### src/rtl/osd_ctrl_pkg.sv
// Shared types and constants for the OSD command sequencer.
package osd_ctrl_pkg;
  typedef enum logic [1:0] {OP_PUT, OP_SET_CUR, OP_CLEAR, OP_NEWLINE} osd_op_t;
  typedef enum logic {ST_IDLE, ST_CLEAR} osd_state_t;

  localparam logic [7:0] NULL_CHAR = 8'h00;
  localparam int         DEF_COLS  = 80;
  localparam int         DEF_ROWS  = 30;
endpackage

### src/rtl/osd_cursor.sv
// Text cursor register pair: clamped load, advance with line/screen wrap, newline.
// Also serves as the address counter for the clear sweep.
module osd_cursor #(
  parameter int COLS = 80,
  parameter int ROWS = 30
) (
  input  logic       clk,
  input  logic       reset,
  input  logic       load,
  input  logic [6:0] ld_x,
  input  logic [4:0] ld_y,
  input  logic       adv,
  input  logic       nl,
  input  logic       zero,
  output logic [6:0] x,
  output logic [4:0] y
);
  localparam logic [6:0] XMAX = 7'(COLS - 1);
  localparam logic [4:0] YMAX = 5'(ROWS - 1);

  logic [6:0] bx, nx;
  logic [4:0] by, ny;

  // zero+adv yields the position just after the origin (sweep start).
  always_comb begin
    bx = zero ? 7'd0 : x;
    by = zero ? 5'd0 : y;
    nx = x;
    ny = y;
    if (load) begin
      nx = (ld_x > XMAX) ? XMAX : ld_x;
      ny = (ld_y > YMAX) ? YMAX : ld_y;
    end else if (adv) begin
      if (bx == XMAX) begin
        nx = 7'd0;
        ny = (by == YMAX) ? 5'd0 : by + 5'd1;
      end else begin
        nx = bx + 7'd1;
        ny = by;
      end
    end else if (nl) begin
      nx = 7'd0;
      ny = (y == YMAX) ? 5'd0 : y + 5'd1;
    end else if (zero) begin
      nx = 7'd0;
      ny = 5'd0;
    end
  end

  always_ff @(posedge clk) begin
    if (reset) begin
      x <= 7'd0;
      y <= 5'd0;
    end else begin
      x <= nx;
      y <= ny;
    end
  end
endmodule

### src/rtl/osd_ctrl.sv
// OSD command sequencer: turns PUT/SET_CUR/CLEAR/NEWLINE commands into
// single-cycle tile writes, and runs full-screen clears as a sweep.
module osd_ctrl
  import osd_ctrl_pkg::*;
#(
  parameter int COLS = DEF_COLS,
  parameter int ROWS = DEF_ROWS
) (
  input  logic       clk,
  input  logic       reset,
  input  logic       cmd_valid,
  output logic       cmd_ready,
  input  logic [1:0] cmd_op,
  input  logic [6:0] cmd_x,
  input  logic [4:0] cmd_y,
  input  logic [7:0] cmd_ch,
  output logic [6:0] xt,
  output logic [4:0] yt,
  output logic [7:0] ch_out,
  output logic       we_ch,
  output logic [6:0] cur_x,
  output logic [4:0] cur_y,
  output logic       busy
);
  localparam logic [6:0] XMAX = 7'(COLS - 1);
  localparam logic [4:0] YMAX = 5'(ROWS - 1);

  osd_state_t state, state_nxt;
  osd_op_t    op;
  logic       hs, last;
  logic       cur_ld, cur_adv, cur_nl, cur_zero;
  logic       wr_en;
  logic [6:0] wr_x;
  logic [4:0] wr_y;
  logic [7:0] wr_ch;

  assign op = osd_op_t'(cmd_op);
  assign hs = cmd_valid & cmd_ready;
  // The output register currently shows the final sweep tile.
  assign last = we_ch && (xt == XMAX) && (yt == YMAX);

  osd_cursor #(.COLS(COLS), .ROWS(ROWS)) u_cursor (
    .clk   (clk),
    .reset (reset),
    .load  (cur_ld),
    .ld_x  (cmd_x),
    .ld_y  (cmd_y),
    .adv   (cur_adv),
    .nl    (cur_nl),
    .zero  (cur_zero),
    .x     (cur_x),
    .y     (cur_y)
  );

  always_ff @(posedge clk) begin
    if (reset) state <= ST_IDLE;
    else       state <= state_nxt;
  end

  always_comb begin
    state_nxt = state;
    case (state)
      ST_IDLE:  if (hs && op == OP_CLEAR) state_nxt = ST_CLEAR;
      ST_CLEAR: if (last) state_nxt = ST_IDLE;
      default:  state_nxt = ST_IDLE;
    endcase
  end

  always_comb begin
    cmd_ready = (state == ST_IDLE);
    busy      = (state == ST_CLEAR);
    cur_ld    = 1'b0;
    cur_adv   = 1'b0;
    cur_nl    = 1'b0;
    cur_zero  = 1'b0;
    wr_en     = 1'b0;
    wr_x      = cur_x;
    wr_y      = cur_y;
    wr_ch     = NULL_CHAR;
    case (state)
      ST_IDLE: if (hs) begin
        case (op)
          OP_PUT: begin
            cur_adv = 1'b1;
            wr_en   = 1'b1;
            wr_ch   = cmd_ch;
          end
          OP_SET_CUR: cur_ld = 1'b1;
          OP_NEWLINE: cur_nl = 1'b1;
          OP_CLEAR: begin
            // First sweep tile is written straight from the handshake.
            cur_zero = 1'b1;
            cur_adv  = 1'b1;
            wr_en    = 1'b1;
            wr_x     = 7'd0;
            wr_y     = 5'd0;
          end
          default: ;
        endcase
      end
      ST_CLEAR: if (!last) begin
        cur_adv = 1'b1;
        wr_en   = 1'b1;
      end
      default: ;
    endcase
  end

  always_ff @(posedge clk) begin
    if (reset) begin
      we_ch  <= 1'b0;
      xt     <= 7'd0;
      yt     <= 5'd0;
      ch_out <= 8'h00;
    end else begin
      we_ch <= wr_en;
      if (wr_en) begin
        xt     <= wr_x;
        yt     <= wr_y;
        ch_out <= wr_ch;
      end
    end
  end
endmodule

### config.mk
export PLATFORM = sky130hd
export DESIGN_NAME = osd_ctrl
export DESIGN_NICKNAME = d
export VERILOG_FILES = /design/src/rtl/osd_ctrl_pkg.sv /design/src/rtl/osd_cursor.sv /design/src/rtl/osd_ctrl.sv
export SDC_FILE = /design/constraint.sdc
export NUM_CORES = 1
export LEC_CHECK = 0
export CORE_AREA = 2 2 94 60
export DETAILED_ROUTE_END_ITERATION = 10
export DIE_AREA = 0 0 96 62
export PLACE_DENSITY = 0.68
export SYNTH_ARGS = -nofsm -noshare
export SYNTH_HDL_FRONTEND = slang
export SYNTH_SLANG_ARGS = --single-unit
export TNS_END_PERCENT = 5
### constraint.sdc
create_clock -name clk -period 4.8 [get_ports clk]
set_clock_uncertainty 0.2 [all_clocks]
set_input_delay 0.48 -clock clk [delete_from_list [all_inputs] [get_ports clk]]
set_output_delay 0.48 -clock clk [all_outputs]
set_load 0.01 [all_outputs]
* Word-level counts from Yosys, hierarchy flattened
Cells that the tools add are included.
W data, S select, Z words.
** Storage, ports and cells
- Register bits after elaboration :: 34
- Output and inout port bits :: 35
- Input port bits :: 25
** Operators by class
- Reduce and logical (&&, ||, !) cells :: 5
- Equal/unequal tests :: 8
- Add/subtract/negate cells :: 3
- Multiplexer cells :: 38
- Magnitude comparators :: 2
- Bitwise logic cells :: 2
** Operators by type and width (count)
- $mux W7 :: 9
- $mux W5 :: 11
- $mux W8 :: 3
- $eq A5 B5 Y1 const B :: 3
- $eq A7 B7 Y1 const B :: 2
- $mux W1 :: 13
- $add A5 B1 Y5 const B :: 2
- $add A7 B1 Y7 const B :: 1
- $gt A7 B7 Y1 const B :: 1
- $gt A5 B5 Y1 const B :: 1
- $eq A2 B2 Y1 const B :: 2
- $pmux W1 S2 :: 2
- $logic_and A1 B1 Y1 :: 3
- $eq A2 B1 Y1 const B :: 1
- $logic_not A2 Y1 :: 1
- $reduce_or A2 Y1 :: 1
- $and A1 B1 Y1 :: 1
- $not A1 Y1 :: 1

* Depth between registers and ports, before layout
Gate-level depths: netlist (run 1).
- Depth in word-level cells :: 10
- Gate-level depth with buffers :: 10
- Mapped depth without buffers :: 9

* Hierarchy
Synthesis (run 1) repeated with hierarchy kept, for this count alone.
** Second synthesis, totals
- Cells, all modules :: 236
- Area, all modules :: 2016.9 um^2
** Modules (own cells, without submodules)
- osd_cursor :: cells an instance 131, instances 1, area an instance 1077.3 um^2, seq. area each 240.2 um^2
- osd_ctrl :: cells an instance 105, instances 1, area an instance 939.7 um^2, seq. area each 440.4 um^2

* Least setup slack after synthesis (run 1)
No wires, ideal clock.
- Path kind :: input -> register
- Start point :: input port cmd_op[1]
- End point :: register u_cursor.y[4]
- Arrival time :: 2358 ps
- Data required time :: 4520 ps
- Stages on the path :: 9
- Slack :: 2163 ps
- Path buffers :: 1
- Path through :: buf_2 > nand3b_1 > nor2_1 > nor2_1 > ha_1 > or2_2 > a31o_2 > a211o_1 > a211oi_2
** On the way
- Cells in the longest elaborated chain, start to end :: 10
- Elaborated cells on any way between the ends :: 27
** Ends and longest elaborated chain
- from (decl) :: line osd_ctrl.sv:13 : input logic [1:0] cmd_op,
- $eq A2 B2 Y1 :: line osd_ctrl.sv:82 : case (op)
- $mux W1 :: line osd_ctrl.sv:82
- $mux W1 :: line osd_ctrl.sv:81 : ST_IDLE: if (hs) begin
- $mux W1 :: line osd_ctrl.sv:80 : case (state)
- $mux W5 :: line osd_cursor.sv:27 : by = zero ? 5'd0 : y;
- $add A5 B1 Y5 / $eq A5 B5 Y1 (equally long branches) :: line osd_cursor.sv:36 : ny = (by == YMAX) ? 5'd0 : by + 5'd1;
- $mux W5 :: line osd_cursor.sv:36
- $mux W5 :: line osd_cursor.sv:34 : if (bx == XMAX) begin
- $mux W5 :: line osd_cursor.sv:33 : end else if (adv) begin
- $mux W5 * :: line osd_cursor.sv:30 : if (load) begin
- to (signal assigned) :: line osd_cursor.sv:56 : y <= ny;
- to (decl) :: line osd_cursor.sv:16 : output logic [4:0] y
Mark *: on every way between the ends. The rest lies on a longest branch, timed or not.
A chain may end at the register's enable or synchronous reset.

* Worst setup path after layout (run 1)
Ends and elaborated chain as after synthesis.

==> impl_results.md, run 1 <==
- GRT overflow: 0
- Mean post-synth cell area: 8.30 um2
- Syn Inst Count: 237
- Global placement routability congestion: roughly 0.9
- Relative slew slack: 0.564
- Initial antenna violation count: 0
- Crit path DAT: 3.30 ns
- Fin cells: 361
- CTS tree: built
- CTS root buf: clkbuf_8
- Hold path depth: 2
- Clk Latency, worst-skew pair: between 0.2 and 0.3 ns
- Max-Cap Viols: 0
- WL final: 5730 um
- Post-CTS Setup Inserts: 0
- Type of the worst setup path: input pin to register
- CP required: about 4.8 ns
- CTS max path bufs: 2
- Layout cell share with drive strength beyond 1: 0.0856
- First-pass GRT wire length: 8710 um
- F_max: 0.304 GHz
- Row cnt: 21
- Reg2Reg Setup Slack: between 1.5 and 2 ns
- Slew Viols, Final: 0
- ANT cells: 0
- Most common cell after layout, fill and taps aside: clkdlybuf4s50_1
- Initial core utilization: 0.376
- Crit end category: register
- Clk slew on worst S/H paths: 0.07 ns
- Placed insts: between 300 and 400
- R2R Path Start: busy
- Hold EP: yt[3]
- CTS buffer count: 5
- Final hold vios: 0
- Largest family of logic cells by synthesized area: simple AND/OR/NAND/NOR gates
- Top FF cell, synth: dfxtp_1
- Synth cell types: 52
- Post-synthesis adder-cell area fraction: 0.0318
- Vias in the first global route: 1,744
- Syn_nets: ~270
- Post-synthesis compound-gate area fraction: 0.280
- Port bufs: roughly 60
- Yosys reg bits: 34
- Wire length per cell: 15.9 um
- CP max FO: 10
- Async SR Flop Fraction: 0
- Syn. warnings: 0
- Min Clock Period, post-route: 3.29 ns
- Worst VDD drop: 115 uV
- Number of H-tree levels: 2
- Length of the first detailed-routing pass in iterations: 5
- Total GRT Usage: 0.194
- Post-cts resize count: 0
- Die W: between 90 and 100 um
- Startpoint Class: input pin
- Xor/xnor share of the synthesized area: 0
- Post-synthesis sequential area ratio: 0.346
- Routed via count: 2,035
- Number of synthesized flops with an enable pin: 0
- Post-synthesis simple-gate area fraction: 0.284
- CTS Hold Bufs: 0
- Fin crit share: 0.686
- Pin count of the biggest net entering global routing: 39
- Routed vias/inst: 5.64
- PD cells: between 200 and 300 nW/um2
- Die Height: 62 um
- Sum of negative setup slack: 0 ns
- Post-Synthesis Cell Area: 1970 um2
- RSZ-0062 raised after global routing: no
- Sink Count: 34
- Final HPWL DP: 4180 um
- LEAKAGE: 0.914 nW
- Mux contribution to synthesized area: 0
- Most frequent cells in the layout: clkdlybuf4s50_1, dfxtp_1, nand2_1
- RR Endpoint: u_cursor.y[4]
- R2R depth: 8
- HP Class: register to register
- P&R area growth vs syn: 36.0%
- Worst-Margin Slew: roughly 0.65 ns
- Core area: 5230 um2
- Status: complete, no violations
- I/O Pins: 60
- Antenna viol nets, final: 0
- Nets: 321
- Post-route DRC: 0
- Fill count: between 500 and 600
- Hold Crit Start: yt[3]
- DR iter-0 viols: 147
- Die area: 5950 um2
- Final Setup Violations: 0
-- routing by layer --
metal / track usage / vias up / share of wire
met5: 0 / - / 0
met4: 0.0347 / 0 / 0.0054
met3: 0.0495 / 4 / 0.084
met2: 0.271 / 89 / 0.42
met1: 0.300 / 954 / 0.50
li1: - / 988 / -
-- where the power goes --
part | switching [mW] | internal, mW
Combinational | 0.0721 | 0.0724
Sequential | 0.0215 | 0.295
Clock | 0.105 | 0.116
Total | 0.198 | 0.484
-- registers in the layout (all words and copies together), names as in the netlist --
| signal | flops |
|---|---|
| u_cursor.y | 5 |
| we_ch | 1 |
| u_cursor.x | 7 |
| ch_out | 8 |
| busy | 1 |
| yt | 5 |
| xt | 7 |
-- worst max-delay path, stage by stage --
cell and delay [ns]:
clkdlybuf4s50_1 0.67, nand3b_1 0.29, nor2_1 0.44, nor2_1 0.15
ha_1 0.27, or2_2 0.30, a31o_2 0.24, a211o_1 0.26
a211oi_2 0.20
-- layout make-up --
| class | count | area, um2 | share of cell area |
|---|---|---|---|
| multi-input cells | 179 | 1170 | 0.438 |
| clock inverters | 1 | 5.00 | 0.00187 |
| inverters | 9 | 33.8 | 0.0126 |
| well taps | 69 | 86.3 | 0.0323 |
| flip-flops and latches | 34 | 681 | 0.254 |
| clock buffers | 7 | 86.3 | 0.0323 |
| repair buffers | 62 | 613 | 0.229 |
-- cell usage after synthesis (all sizes together), types with 4 or more instances --
cell	instances	area, um2
dfxtp	34	681
nand2	25	93.8
nor2	23	86.3
nand3	16	80.1
a211oi	4	35.0
buf	6	48.8
clkbuf	9	33.8
a31o	4	35.0
o41ai	6	93.9
a22oi	9	67.6
nand3b	5	37.5
a311oi	6	58.8
nand4	5	31.3
a21oi	19	95.1
inv	9	33.8
ha	5	62.6
o21ai	7	35.0
and2	6	40.0
-- stage by stage --
step	setup slack, ns	hold WS (ns)	area [um2]	power (mW)	util
floorplan	2.16	0.283	1970	0.400	-
global placement	1.40	0.257	2580	0.466	0.494
detailed placement	1.25	0.261	2580	0.467	0.494
CTS	1.54	0.271	2680	0.688	0.512
global route	1.35	0.288	2680	0.714	0.512
finish	1.51	0.269	2680	0.682	0.512
-- worst max-delay path by stage --
stage / startpoint / to / cells past startpoint
2_1_floorplan: cmd_op[1] / u_cursor.y[4] / 9
3_3_place_gp: cmd_op[1] / u_cursor.y[4] / 9
3_5_place_dp: cmd_op[1] / u_cursor.y[4] / 9
4_1_cts: cmd_op[1] / u_cursor.y[4] / 9
5_1_grt: cmd_op[1] / u_cursor.y[4] / 9
6_report: cmd_op[1] / u_cursor.y[4] / 9
-- cell families (layout without fill, tap and decap cells) --
logic type               count (synthesis)  in the layout
AND/OR/NAND/NOR                        103            103
buffers and inverters                   24             79
flip-flops                              34             34
AO/OA/AOI/OAI                           71             71
adder cells (fa/ha/maj)                  5              5
(Power assumes the default switching activity.)
==> run 2, diff against run 1 <==
- PLACE_DENSITY: 0.68 -> 0.71
- clock period: 4.8 -> 2.8 ns (I/O delays scaled with it)
==> run 2 against run 1 <==
Against the previous run: routed wire length grew 4.0%; non-clock buffer count up 17; global-route usage up 1.1 points; largest cell class unchanged; via count grew 2.5%; design area up 5.0%; critical path type is now register to register; cell count is 4.7% higher; utilization increased by 2.6 points; first-iteration DRC count rose by 18%; worst setup slack worse by 1.3 ns; critical endpoint unchanged; hold slack improved by 0.0033 ns.
==> impl_results.md, run 2 (synthesis gave the netlist of run 1 again) <==
- F_max: around 0.38 GHz
- Most frequent cells in the layout: clkdlybuf4s50_1, dfxtp_1, nand2_1
- DR iter-0 viols: 174
- GRT overflow: 0
- Pin count of the biggest net entering global routing: 39
- CTS tree: built
- WL final: between 5000 and 6000 um
- CTS max path bufs: 2
- Clk Latency, worst-skew pair: 0.28 ns
- Relative slew slack: 0.701
- Max FFs per register: 8
- Global placement routability congestion: slightly below 0.9
- R2R depth: 8
- Die area: 5950 um2
- GR Layer Usage met2: 0.292
- Status: complete, no violations
- Initial antenna violation count: 0
- ANT cells: 0
- Worst hold margin: 0.272 ns
- First-pass GRT wire length: 9310 um
- Number of H-tree levels: 2
- Routed via count: between 2,000 and 2,500
- Final hold vios: 0
- Wire length per cell: 15.8 um
- Min Clock Period, post-route: 2.63 ns
- RSZ-0062 raised after global routing: yes
- LEAKAGE: around 1.0 nW
- PD cells: roughly 420 nW/um2
- P&R area growth vs syn: 42.8%
- Worst-Margin Slew: approximately 0.45 ns
- HP Class: register to register
- Most common cell after layout, fill and taps aside: clkdlybuf4s50_1
- Post-place setup slack: -0.114 ns
- Overall power: 1.19 mW
- Type of the worst setup path: register to register
- Initial core utilization: 0.376
- Worst VDD drop: 259 uV
- Core area: 5230 um2
- Largest regs: ch_out x8, u_cursor.x x7, xt x7
- Sink Count: 34
- Sum of negative setup slack: 0 ns
- Clk slew on worst S/H paths: 0.07 ns
- Vias in the first global route: roughly 1,800
- GRT met1 Usage: 0.317
- Length of the first detailed-routing pass in iterations: 4
- Total GRT Usage: 0.205
- Antenna viol nets, final: 0
- GRT busiest layer: met1
- Port bufs: 59
- Die W: 96 um
- Max-Cap Viols: 0
- Met3 usage: 0.0543
- CP required: roughly 2.8 ns
- CP max FO: 7
- Hold path depth: 2
- Die Height: a little over 60 um
- Final Setup Violations: 0
- CTS buffer count: 5
- Post-route DRC: 0
- Worst setup margin: 0.171 ns
- I/O Pins: 60
- Post-CTS Setup Inserts: 0
- Startpoint Class: register
- Register bank with the most flops: ch_out
- Slew Viols, Final: 0
- Fin crit share: 0.939
- Nets: 338
- Post-DP Area: ~2700 um2
- Routed vias/inst: 5.52
- Crit end category: register
- Final HPWL DP: 4480 um
- Row cnt: 21
- Crit path DAT: approximately 2.6 ns
- Layout cell share with drive strength beyond 1: 0.142
- CTS root buf: clkbuf_8
- Final Cell Area: 2810 um2
-- run 2: cell count changes in the layout (fill, tap and decap cells not counted), sizes merged --
| cell | previous run | this run |
|---|---|---|
| buf | 3 | 20 |
| clkbuf | 7 | 6 |
| clkinvlp | 0 | 1 |
-- run 2: final timing paths --
kind,startpoint,to,slack (ns)
worst max-delay path,busy,u_cursor.y[4],0.17
worst min-delay path,xt[0],xt[0],0.27
worst max register to register,busy,u_cursor.y[4],0.17
worst min register to register,xt[0],xt[0],0.27
-- run 2: per-layer routing --
| layer | up-vias | part of all wire |
|---|---|---|
| met3 | 2 | 0.091 |
| met4 | 0 | 0.0023 |
| met1 | 980 | 0.50 |
| li1 | 1020 | - |
| met5 | - | 0 |
| met2 | 83 | 0.40 |
-- run 2: critical path, cell delays in order (launching register included) --
cell	delay (ns)
dfxtp_1	0.49
nand4bb_1	0.24
and2_1	0.18
ha_1	0.22
nand3_1	0.22
nor3b_2	0.36
nand4_1	0.13
a211o_1	0.31
a211oi_2	0.20
-- run 2: area by class of cell --
class	instances	area, um2
inverters	9	33.8
repair buffers	79	741
fillers	500	2420
clock buffers	6	82.6
flip-flops and latches	34	681
multi-input cells	179	1170
clock inverters	2	12.5
well taps	69	86.3
-- run 2: timing repair --
action	4_1_cts	5_1_grt
resized for setup	0	1
hold buffers	0	0
setup endpoints to repair	0	1
-- run 2: metrics by stage --
| stage | std cells | utilization |
|---|---|---|
| floorplan | 237 | - |
| global placement | 370 | 0.519 |
| detailed placement | 370 | 0.519 |
| CTS | 378 | 0.537 |
| global route | 378 | 0.537 |
| finish | 378 | 0.537 |
-- run 2: where the power goes --
| group | total (mW) | internal, mW | switching, mW |
|---|---|---|---|
| clock network | 0.378 | 0.198 | 0.180 |
| logic | 0.270 | 0.141 | 0.129 |
| registers | 0.543 | 0.506 | 0.0368 |
